[src/rtl/function_decoder_pkg.sv]
// Shared definitions for the function decoder: function codes, one-hot op
// indices, FSM state encoding and the default store line width.
package instruction_pkg;

    localparam int LINE_BITS_DEF = 5;

    localparam logic [2:0] FN_JMP     = 3'd0;
    localparam logic [2:0] FN_JRP     = 3'd1;
    localparam logic [2:0] FN_LDN     = 3'd2;
    localparam logic [2:0] FN_STO     = 3'd3;
    localparam logic [2:0] FN_SUB     = 3'd4;
    localparam logic [2:0] FN_SUB_ALT = 3'd5;
    localparam logic [2:0] FN_CMP     = 3'd6;
    localparam logic [2:0] FN_STP     = 3'd7;

    localparam int OP_JMP = 0;
    localparam int OP_JRP = 1;
    localparam int OP_LDN = 2;
    localparam int OP_STO = 3;
    localparam int OP_SUB = 4;
    localparam int OP_CMP = 6;
    localparam int OP_STP = 7;

    typedef enum logic [2:0] {
        ST_IDLE   = 3'd0,
        ST_LATCH  = 3'd1,
        ST_EXEC   = 3'd2,
        ST_DONE   = 3'd3,
        ST_HALTED = 3'd4
    } state_t;

endpackage

[src/rtl/function_decoder_if.sv]
// Signal bundle between the staticisor/beat timing/execution side (master)
// and the function decoder (slave); dbg_state exposes the decoder FSM.
interface function_decoder_if #(
    parameter int WIDTH     = 8,
    parameter int LINE_BITS = 5
);
    import instruction_pkg::*;

    // ready is a clock enable for the whole decoder. w_EXEC is a one-cycle start
    // strobe; w_EXEC_done is a completion pulse accepted only while the decoder is
    // in EXEC (including the cycle w_EXEC is high) on a ready cycle.
    logic                 ready;
    logic                 w_HA;
    logic [WIDTH-1:0]     b_STAT_in;
    logic                 w_ACC_NEG;
    logic                 w_EXEC_done;
    logic                 w_RESUME;
    logic [LINE_BITS-1:0] b_LINE_out;
    logic [7:0]           b_OP_out;
    logic                 w_EXEC;
    logic                 w_STORE_WE;
    logic                 w_SKIP;
    logic                 w_HALT;
    logic                 w_FAULT;
    state_t               dbg_state;

    modport master (
        output ready, w_HA, b_STAT_in, w_ACC_NEG, w_EXEC_done, w_RESUME,
        input  b_LINE_out, b_OP_out, w_EXEC, w_STORE_WE, w_SKIP, w_HALT, w_FAULT, dbg_state
    );

    modport slave (
        input  ready, w_HA, b_STAT_in, w_ACC_NEG, w_EXEC_done, w_RESUME,
        output b_LINE_out, b_OP_out, w_EXEC, w_STORE_WE, w_SKIP, w_HALT, w_FAULT, dbg_state
    );

endinterface

[src/rtl/function_decoder_func_onehot.sv]
// 3-to-8 function decode. F=5 aliases SUB unless FUNC_ILLEGAL_TRAP_EN is
// defined, in which case it yields no op and raises o_illegal.
module func_onehot
    import instruction_pkg::*;
(
    input  logic [2:0] i_func,
    output logic [7:0] o_op,
    output logic       o_illegal
);

    always_comb begin
        o_op      = 8'b0;
        o_illegal = 1'b0;
        case (i_func)
            FN_SUB_ALT: begin
`ifdef FUNC_ILLEGAL_TRAP_EN
                o_illegal = 1'b1;
`else
                o_op[OP_SUB] = 1'b1;
`endif
            end
            default: o_op[i_func] = 1'b1;
        endcase
    end

endmodule

[src/rtl/function_decoder.sv]
// Function decoder: captures the staticised word at the start of the action
// phase, issues one-hot op strobes and sequences execution, skip and halt.
module function_decoder
    import instruction_pkg::*;
#(
    parameter int WIDTH     = 8,
    parameter int LINE_BITS = LINE_BITS_DEF,
    parameter int FUNC_BITS = 3,
    parameter int TIMEOUT   = 15
) (
    input logic               w_CLK,
    input logic               w_RST,
    function_decoder_if.slave bus
);

    localparam int CNT_W = $clog2(TIMEOUT + 1);

    if (FUNC_BITS != 3 || WIDTH != LINE_BITS + FUNC_BITS) begin : g_bad_cfg
        $error("function_decoder: FUNC_BITS must be 3 and WIDTH must equal LINE_BITS + 3");
    end

    state_t               r_state, w_state_nx;
    logic                 r_ha_prev;
    logic [WIDTH-1:0]     r_word, w_word_nx;
    logic [LINE_BITS-1:0] r_line, w_line_nx;
    logic [7:0]           r_op, w_op_nx, w_dec_op;
    logic                 r_exec, w_exec_nx;
    logic                 r_we, w_we_nx;
    logic                 r_skip, w_skip_nx;
    logic                 r_halt, w_halt_nx;
    logic                 r_fault, w_fault_nx;
    logic [CNT_W-1:0]     r_cnt, w_cnt_nx;
    logic                 w_illegal;

    func_onehot u_func_onehot (
        .i_func    (r_word[WIDTH-1:LINE_BITS]),
        .o_op      (w_dec_op),
        .o_illegal (w_illegal)
    );

    always_comb begin
        w_state_nx = r_state;
        w_word_nx  = r_word;
        w_line_nx  = r_line;
        w_op_nx    = r_op;
        w_exec_nx  = 1'b0;
        w_we_nx    = r_we;
        w_skip_nx  = r_skip;
        w_halt_nx  = r_halt;
        w_fault_nx = r_fault;
        w_cnt_nx   = r_cnt;
        case (r_state)
            ST_IDLE: begin
                if (bus.w_HA && !r_ha_prev) begin
                    w_word_nx  = bus.b_STAT_in;
                    w_state_nx = ST_LATCH;
                end
            end
            ST_LATCH: begin
                w_line_nx = r_word[LINE_BITS-1:0];
                w_op_nx   = w_dec_op;
                w_skip_nx = 1'b0;
                w_cnt_nx  = '0;
                if (w_illegal) begin
                    w_state_nx = ST_HALTED;
                    w_halt_nx  = 1'b1;
                    w_fault_nx = 1'b1;
                end else if (w_dec_op[OP_STP]) begin
                    w_state_nx = ST_HALTED;
                    w_halt_nx  = 1'b1;
                end else begin
                    w_state_nx = ST_EXEC;
                    w_exec_nx  = 1'b1;
                    w_we_nx    = w_dec_op[OP_STO];
                end
            end
            ST_EXEC: begin
                // CMP never waits for the execution unit; done wins over timeout.
                if (r_op[OP_CMP]) begin
                    w_skip_nx  = bus.w_ACC_NEG;
                    w_state_nx = ST_DONE;
                end else if (bus.w_EXEC_done) begin
                    w_state_nx = ST_DONE;
                end else if (r_cnt == CNT_W'(TIMEOUT - 1)) begin
                    w_state_nx = ST_DONE;
                    w_fault_nx = 1'b1;
                end else begin
                    w_cnt_nx = r_cnt + 1'b1;
                end
                if (w_state_nx == ST_DONE) begin
                    w_op_nx = 8'b0;
                    w_we_nx = 1'b0;
                end
            end
            ST_DONE: begin
                if (!bus.w_HA) begin
                    w_state_nx = ST_IDLE;
                end
            end
            ST_HALTED: begin
                if (bus.w_RESUME) begin
                    w_state_nx = ST_DONE;
                    w_halt_nx  = 1'b0;
                    w_op_nx    = 8'b0;
                end
            end
            default: w_state_nx = ST_IDLE;
        endcase
    end

    always_ff @(posedge w_CLK) begin
        if (w_RST) begin
            r_state   <= ST_IDLE;
            r_ha_prev <= 1'b0;
            r_word    <= '0;
            r_line    <= '0;
            r_op      <= '0;
            r_exec    <= 1'b0;
            r_we      <= 1'b0;
            r_skip    <= 1'b0;
            r_halt    <= 1'b0;
            r_fault   <= 1'b0;
            r_cnt     <= '0;
        end else if (bus.ready) begin
            r_state   <= w_state_nx;
            r_ha_prev <= bus.w_HA;
            r_word    <= w_word_nx;
            r_line    <= w_line_nx;
            r_op      <= w_op_nx;
            r_exec    <= w_exec_nx;
            r_we      <= w_we_nx;
            r_skip    <= w_skip_nx;
            r_halt    <= w_halt_nx;
            r_fault   <= w_fault_nx;
            r_cnt     <= w_cnt_nx;
        end
    end

    assign bus.b_LINE_out = r_line;
    assign bus.b_OP_out   = r_op;
    assign bus.w_EXEC     = r_exec;
    assign bus.w_STORE_WE = r_we;
    assign bus.w_SKIP     = r_skip;
    assign bus.w_HALT     = r_halt;
    assign bus.w_FAULT    = r_fault;
    assign bus.dbg_state  = r_state;

endmodule

[src/flat_wrapper.sv]
// flat-port wrapper written by rule: the top's interface ports become plain ports
module function_decoder_flat import instruction_pkg::*;
#(
    parameter int WIDTH     = 8,
    parameter int LINE_BITS = LINE_BITS_DEF,
    parameter int FUNC_BITS = 3,
    parameter int TIMEOUT   = 15
)
  (w_CLK, w_RST, bus_ready, bus_w_HA, bus_b_STAT_in, bus_w_ACC_NEG, bus_w_EXEC_done, bus_w_RESUME, bus_b_LINE_out, bus_b_OP_out, bus_w_EXEC, bus_w_STORE_WE, bus_w_SKIP, bus_w_HALT, bus_w_FAULT, bus_dbg_state);
  function_decoder_if #(.WIDTH(WIDTH), .LINE_BITS(LINE_BITS)) bus_i ();
  input logic w_CLK;
  input logic w_RST;
  input wire logic [$bits(bus_i.ready)-1:0] bus_ready;
  input wire logic [$bits(bus_i.w_HA)-1:0] bus_w_HA;
  input wire logic [$bits(bus_i.b_STAT_in)-1:0] bus_b_STAT_in;
  input wire logic [$bits(bus_i.w_ACC_NEG)-1:0] bus_w_ACC_NEG;
  input wire logic [$bits(bus_i.w_EXEC_done)-1:0] bus_w_EXEC_done;
  input wire logic [$bits(bus_i.w_RESUME)-1:0] bus_w_RESUME;
  output wire logic [$bits(bus_i.b_LINE_out)-1:0] bus_b_LINE_out;
  output wire logic [$bits(bus_i.b_OP_out)-1:0] bus_b_OP_out;
  output wire logic [$bits(bus_i.w_EXEC)-1:0] bus_w_EXEC;
  output wire logic [$bits(bus_i.w_STORE_WE)-1:0] bus_w_STORE_WE;
  output wire logic [$bits(bus_i.w_SKIP)-1:0] bus_w_SKIP;
  output wire logic [$bits(bus_i.w_HALT)-1:0] bus_w_HALT;
  output wire logic [$bits(bus_i.w_FAULT)-1:0] bus_w_FAULT;
  output wire logic [$bits(bus_i.dbg_state)-1:0] bus_dbg_state;
  assign bus_i.ready = bus_ready;
  assign bus_i.w_HA = bus_w_HA;
  assign bus_i.b_STAT_in = bus_b_STAT_in;
  assign bus_i.w_ACC_NEG = bus_w_ACC_NEG;
  assign bus_i.w_EXEC_done = bus_w_EXEC_done;
  assign bus_i.w_RESUME = bus_w_RESUME;
  assign bus_b_LINE_out = bus_i.b_LINE_out;
  assign bus_b_OP_out = bus_i.b_OP_out;
  assign bus_w_EXEC = bus_i.w_EXEC;
  assign bus_w_STORE_WE = bus_i.w_STORE_WE;
  assign bus_w_SKIP = bus_i.w_SKIP;
  assign bus_w_HALT = bus_i.w_HALT;
  assign bus_w_FAULT = bus_i.w_FAULT;
  assign bus_dbg_state = bus_i.dbg_state;
  function_decoder #(.WIDTH(WIDTH), .LINE_BITS(LINE_BITS), .FUNC_BITS(FUNC_BITS), .TIMEOUT(TIMEOUT)) u_core (.w_CLK(w_CLK), .w_RST(w_RST), .bus(bus_i));
endmodule
[config.mk]
export PLATFORM = sky130hd
export DESIGN_NAME = function_decoder_flat
export DESIGN_NICKNAME = d
export VERILOG_FILES = /design/src/rtl/function_decoder_pkg.sv /design/src/rtl/function_decoder_if.sv /design/src/rtl/function_decoder_func_onehot.sv /design/src/rtl/function_decoder.sv /design/src/flat_wrapper.sv
export SDC_FILE = /design/constraint.sdc
export NUM_CORES = 1
export LEC_CHECK = 0
export CORE_ASPECT_RATIO = 0.75
export CORE_UTILIZATION = 46
export CTS_BUF_LIST = sky130_fd_sc_hd__clkbuf_8
export DETAILED_ROUTE_END_ITERATION = 12
export GPL_TIMING_DRIVEN = 0
export PLACE_DENSITY = 0.88
export RECOVER_POWER = 100
export SLEW_MARGIN = 0
export SYNTH_ARGS = -nofsm -noshare
export SYNTH_HDL_FRONTEND = slang
export SYNTH_SLANG_ARGS = --single-unit
[constraint.sdc]
create_clock -name w_CLK -period 1.7 [get_ports w_CLK]
set_input_delay 0.34 -clock w_CLK [delete_from_list [all_inputs] [get_ports w_CLK]]
set_output_delay 0.34 -clock w_CLK [all_outputs]
set_load 0.01 [all_outputs]
==> impl_metrics.csv <==
group,metric,value,unit
cells_and_area,drive_gt1_share,15.1,%
route,drt_iter0_markers,104,
die,die_width,69.1,microns
run_status,violations,"negative setup slack",
logic_synthesis,netlist.area_leader.share,43.8,%
timing,grt_setup_unrepaired,"yes",
route,vias,1386,
power,power_density,831,mW/mm^2
min_path,min_path_type,"flop to flop",
logic_synthesis,avgSynthCellArea,9.04,sq um
route,wl_per_cell,13.9,microns
clocking,cts-buffers-inserted,5,
clocking,root_buffer,"clkbuf_8",
clocking,cts_hold_buf,0,
timing,setup-violations-final,1,
grt,grt_antenna_before_repair,0,
timing,period_share,101,%
cells_and_area,area_growth,37.2,%
worst_setup_path,crit_path_end_kind,"flop",
grt,grt_max_degree,12,
worst_setup_path,cp.required,1920,ps
run_status,status,"complete, but fails checks",
timing,hold_violations,0,
power,power.total,0.00177,W
placed_design,preCtsSetupSlack,-314,ps
cells_and_area,fin_nets,234,
timing,clock_skew,6.29,ps
die,rows,17,
clocking,clkLatencyLatePin,300,ps
die,io_pins,36,
placed_design,place.gp.congestion,0.882,
grt,grt_use_total,22.0,%
worst_setup_path,criticalPathCategory,"flop to flop",
route,drt.antenna.violating_nets,0,
route,drc,0,
logic_synthesis,syn_inst,172,
route,vias_per_cell,5.41,
cells_and_area,num_antenna_cells,0,
timing,worst_slack,-18.2,ps
logic_synthesis,synth_ff_type,"dfxtp_1",
worst_setup_path,cp_data_arrival_time,1940,ps
grt,grt_pass1_vias,1318,
clocking,cts_tree,"built",
timing,finalMaxSlewViolations,0,
timing,max_freq,582,MHz
logic_synthesis,yosysUniqueCellTypes,44,
timing,worstMarginPinSlew,494,ps
logic_synthesis,synth_area,0.00156,sq mm
grt,grt-ovfl-total,0,
power,ir_drop,0.705,mV
placed_design,dp_hpwl,2.46,mm
power,p_leak,0.884,nW
logic_synthesis,yosysTopAreaCell,"dfxtp_1",
clocking,clkTransAtPathRegs,60,ps
die,core,0.00308,sq mm
logic_synthesis,synth.ff_latch_count,34,
route,drtPass1Iterations,4,
die,die_h,52.4,microns
logic_synthesis,synth_edf_count,0,
worst_setup_path,crit_fanout,5,
clocking,clockBufferDepth,2,
logic_synthesis,synth_nets,189,
cells_and_area,utilization,69.2,%
logic_synthesis,yosys-top-cells-area,"dfxtp_1 44%, mux2i_1 11%, nor2_1 6.3%",
timing,relSlewSlack,67.1,%
clocking,cts-htree-levels,2,
die,initial_core_util,50.4,%
clocking,cts_sinks,34,
grt,grt_first_pass_wirelength,6.09,mm
die,dieArea,0.00362,sq mm
logic_synthesis,synthArstFlopShare,0,%
logic_synthesis,yosysSeqAreaShare,43.8,%
timing,min_period,1720,ps
logic_synthesis,ys_warn_count,0,
worst_setup_path,start_kind,"flop",
route,drt-total-wl,3.56,mm
placed_design,portBuffers,34,
job,maxCapViolCount,0,
==> stage by stage <==
| step | hold slack (ps) | cell area [sq um] | instances | setup TNS, ps |
|---|---|---|---|---|
| 2_1_floorplan | 461 | 1560 | 172 | -6.91 |
| 3_3_place_gp | 444 | 1940 | 244 | -3430 |
| 3_5_place_dp | 452 | 1940 | 244 | -4040 |
| 4_1_cts | 464 | 2090 | 255 | -17.5 |
| 5_1_grt | 485 | 2130 | 256 | -537 |
| 6_report | 458 | 2130 | 256 | -18.2 |
==> critical path, cell delays in order, from the launching register on <==
cell and delay [ps]:
dfxtp_2 330, inv_2 70, ha_4 120, a311o_2 210, nand2_2 80, a21o_4 230
or4_1 460, a21oi_1 150
==> where the power goes <==
group	leakage, nW	internal (W)	switching [W]	total (W)
registers	0.277	0.000822	0.0000191	0.000841
clock network	0.0472	0.000325	0.000301	0.000626
logic	0.560	0.000146	0.000160	0.000306
==> path summary, 6_finish.rpt <==
check / start / endpoint / slack [ps] / cells past startpoint
worst max-delay path: u_core.r_cnt[0] / u_core.bus.b_OP_out[4] / -20 / 7
worst min-delay path: u_core.bus.b_OP_out[4] / u_core.bus.b_OP_out[4] / 460 / 2
worst max register to register: u_core.r_cnt[0] / u_core.bus.b_OP_out[4] / -20 / 7
worst min register to register: u_core.bus.b_OP_out[4] / u_core.bus.b_OP_out[4] / 460 / 2
==> cell usage in the layout (no fill, tap or decap), drive strengths merged, types with 6 or more instances in the layout <==
master and instances:
dfxtp 34, nor2 27, mux2i 17, clkdlybuf4s50 17
dlygate4sd3 17, clkbuf 13, nand2 12, buf 8
o21ai 7, nand2b 6, nor3 6
==> cell type report <==
| cell class | count | area [sq um] |
|---|---|---|
| Buffer | 11 | 76.3 |
| Clock buffer | 6 | 82.6 |
| Clock inverter | 2 | 12.5 |
| Fill cell | 251 | 951 |
| Inverter | 4 | 15.0 |
| Multi-Input combinational cell | 123 | 846 |
| Sequential cell | 34 | 687 |
| Tap cell | 38 | 47.5 |
| Timing Repair Buffer | 38 | 367 |
==> per-layer routing <==
metal	wire length, microns	global-route usage [%]
met1	1680	29.0
met2	1580	33.0
met3	271	9.23
met4	31	5.78
met5	0	0
==> synth_stat cells, types with 2 or more instances <==
library cell,number
o41ai_1,2
nor2_1,26
o31ai_1,2
clkbuf_1,4
nand3_1,5
buf_2,5
nor2b_1,2
xnor2_1,2
nand3b_1,5
nand2_1,11
buf_6,2
nor3_1,6
a21o_1,2
ha_1,2
a21oi_1,5
nor3b_1,2
inv_1,3
mux2i_1,17
dfxtp_1,34
o21ai_0,6
nand2b_1,6
==> cell families after synthesis <==
kind of cell,count (synthesis),synth area share [%]
adder cells (fa/ha/maj),2,1.61
multiplexers,17,10.9
buffers and inverters,15,4.99
flip-flops,34,43.8
XOR/XNOR,2,1.13
AND/OR/NAND/NOR,73,24.6
AO/OA/AOI/OAI,29,13.0
==> flip-flops by register name, indices dropped and copies added, names as in the netlist <==
name                   cells
u_core.bus.dbg_state       3
u_core.bus.w_FAULT         1
u_core.bus.b_OP_out        8
u_core.bus.w_SKIP          1
u_core.bus.w_STORE_WE      1
u_core.r_word              8
u_core.bus.w_EXEC          1
u_core.r_ha_prev           1
u_core.bus.w_HALT          1
u_core.r_cnt               4
u_core.bus.b_LINE_out      5
==> repair_timing <==
item | CTS | global route
buffers inserted | 3 | 0
cloned | 0 | 1
pin swaps | 6 | 4
hold endpoints to repair | 0 | 0
endpoints found under the setup margin | 11 | 18
resized for setup | 10 | 10
(Power assumes the default switching activity.)
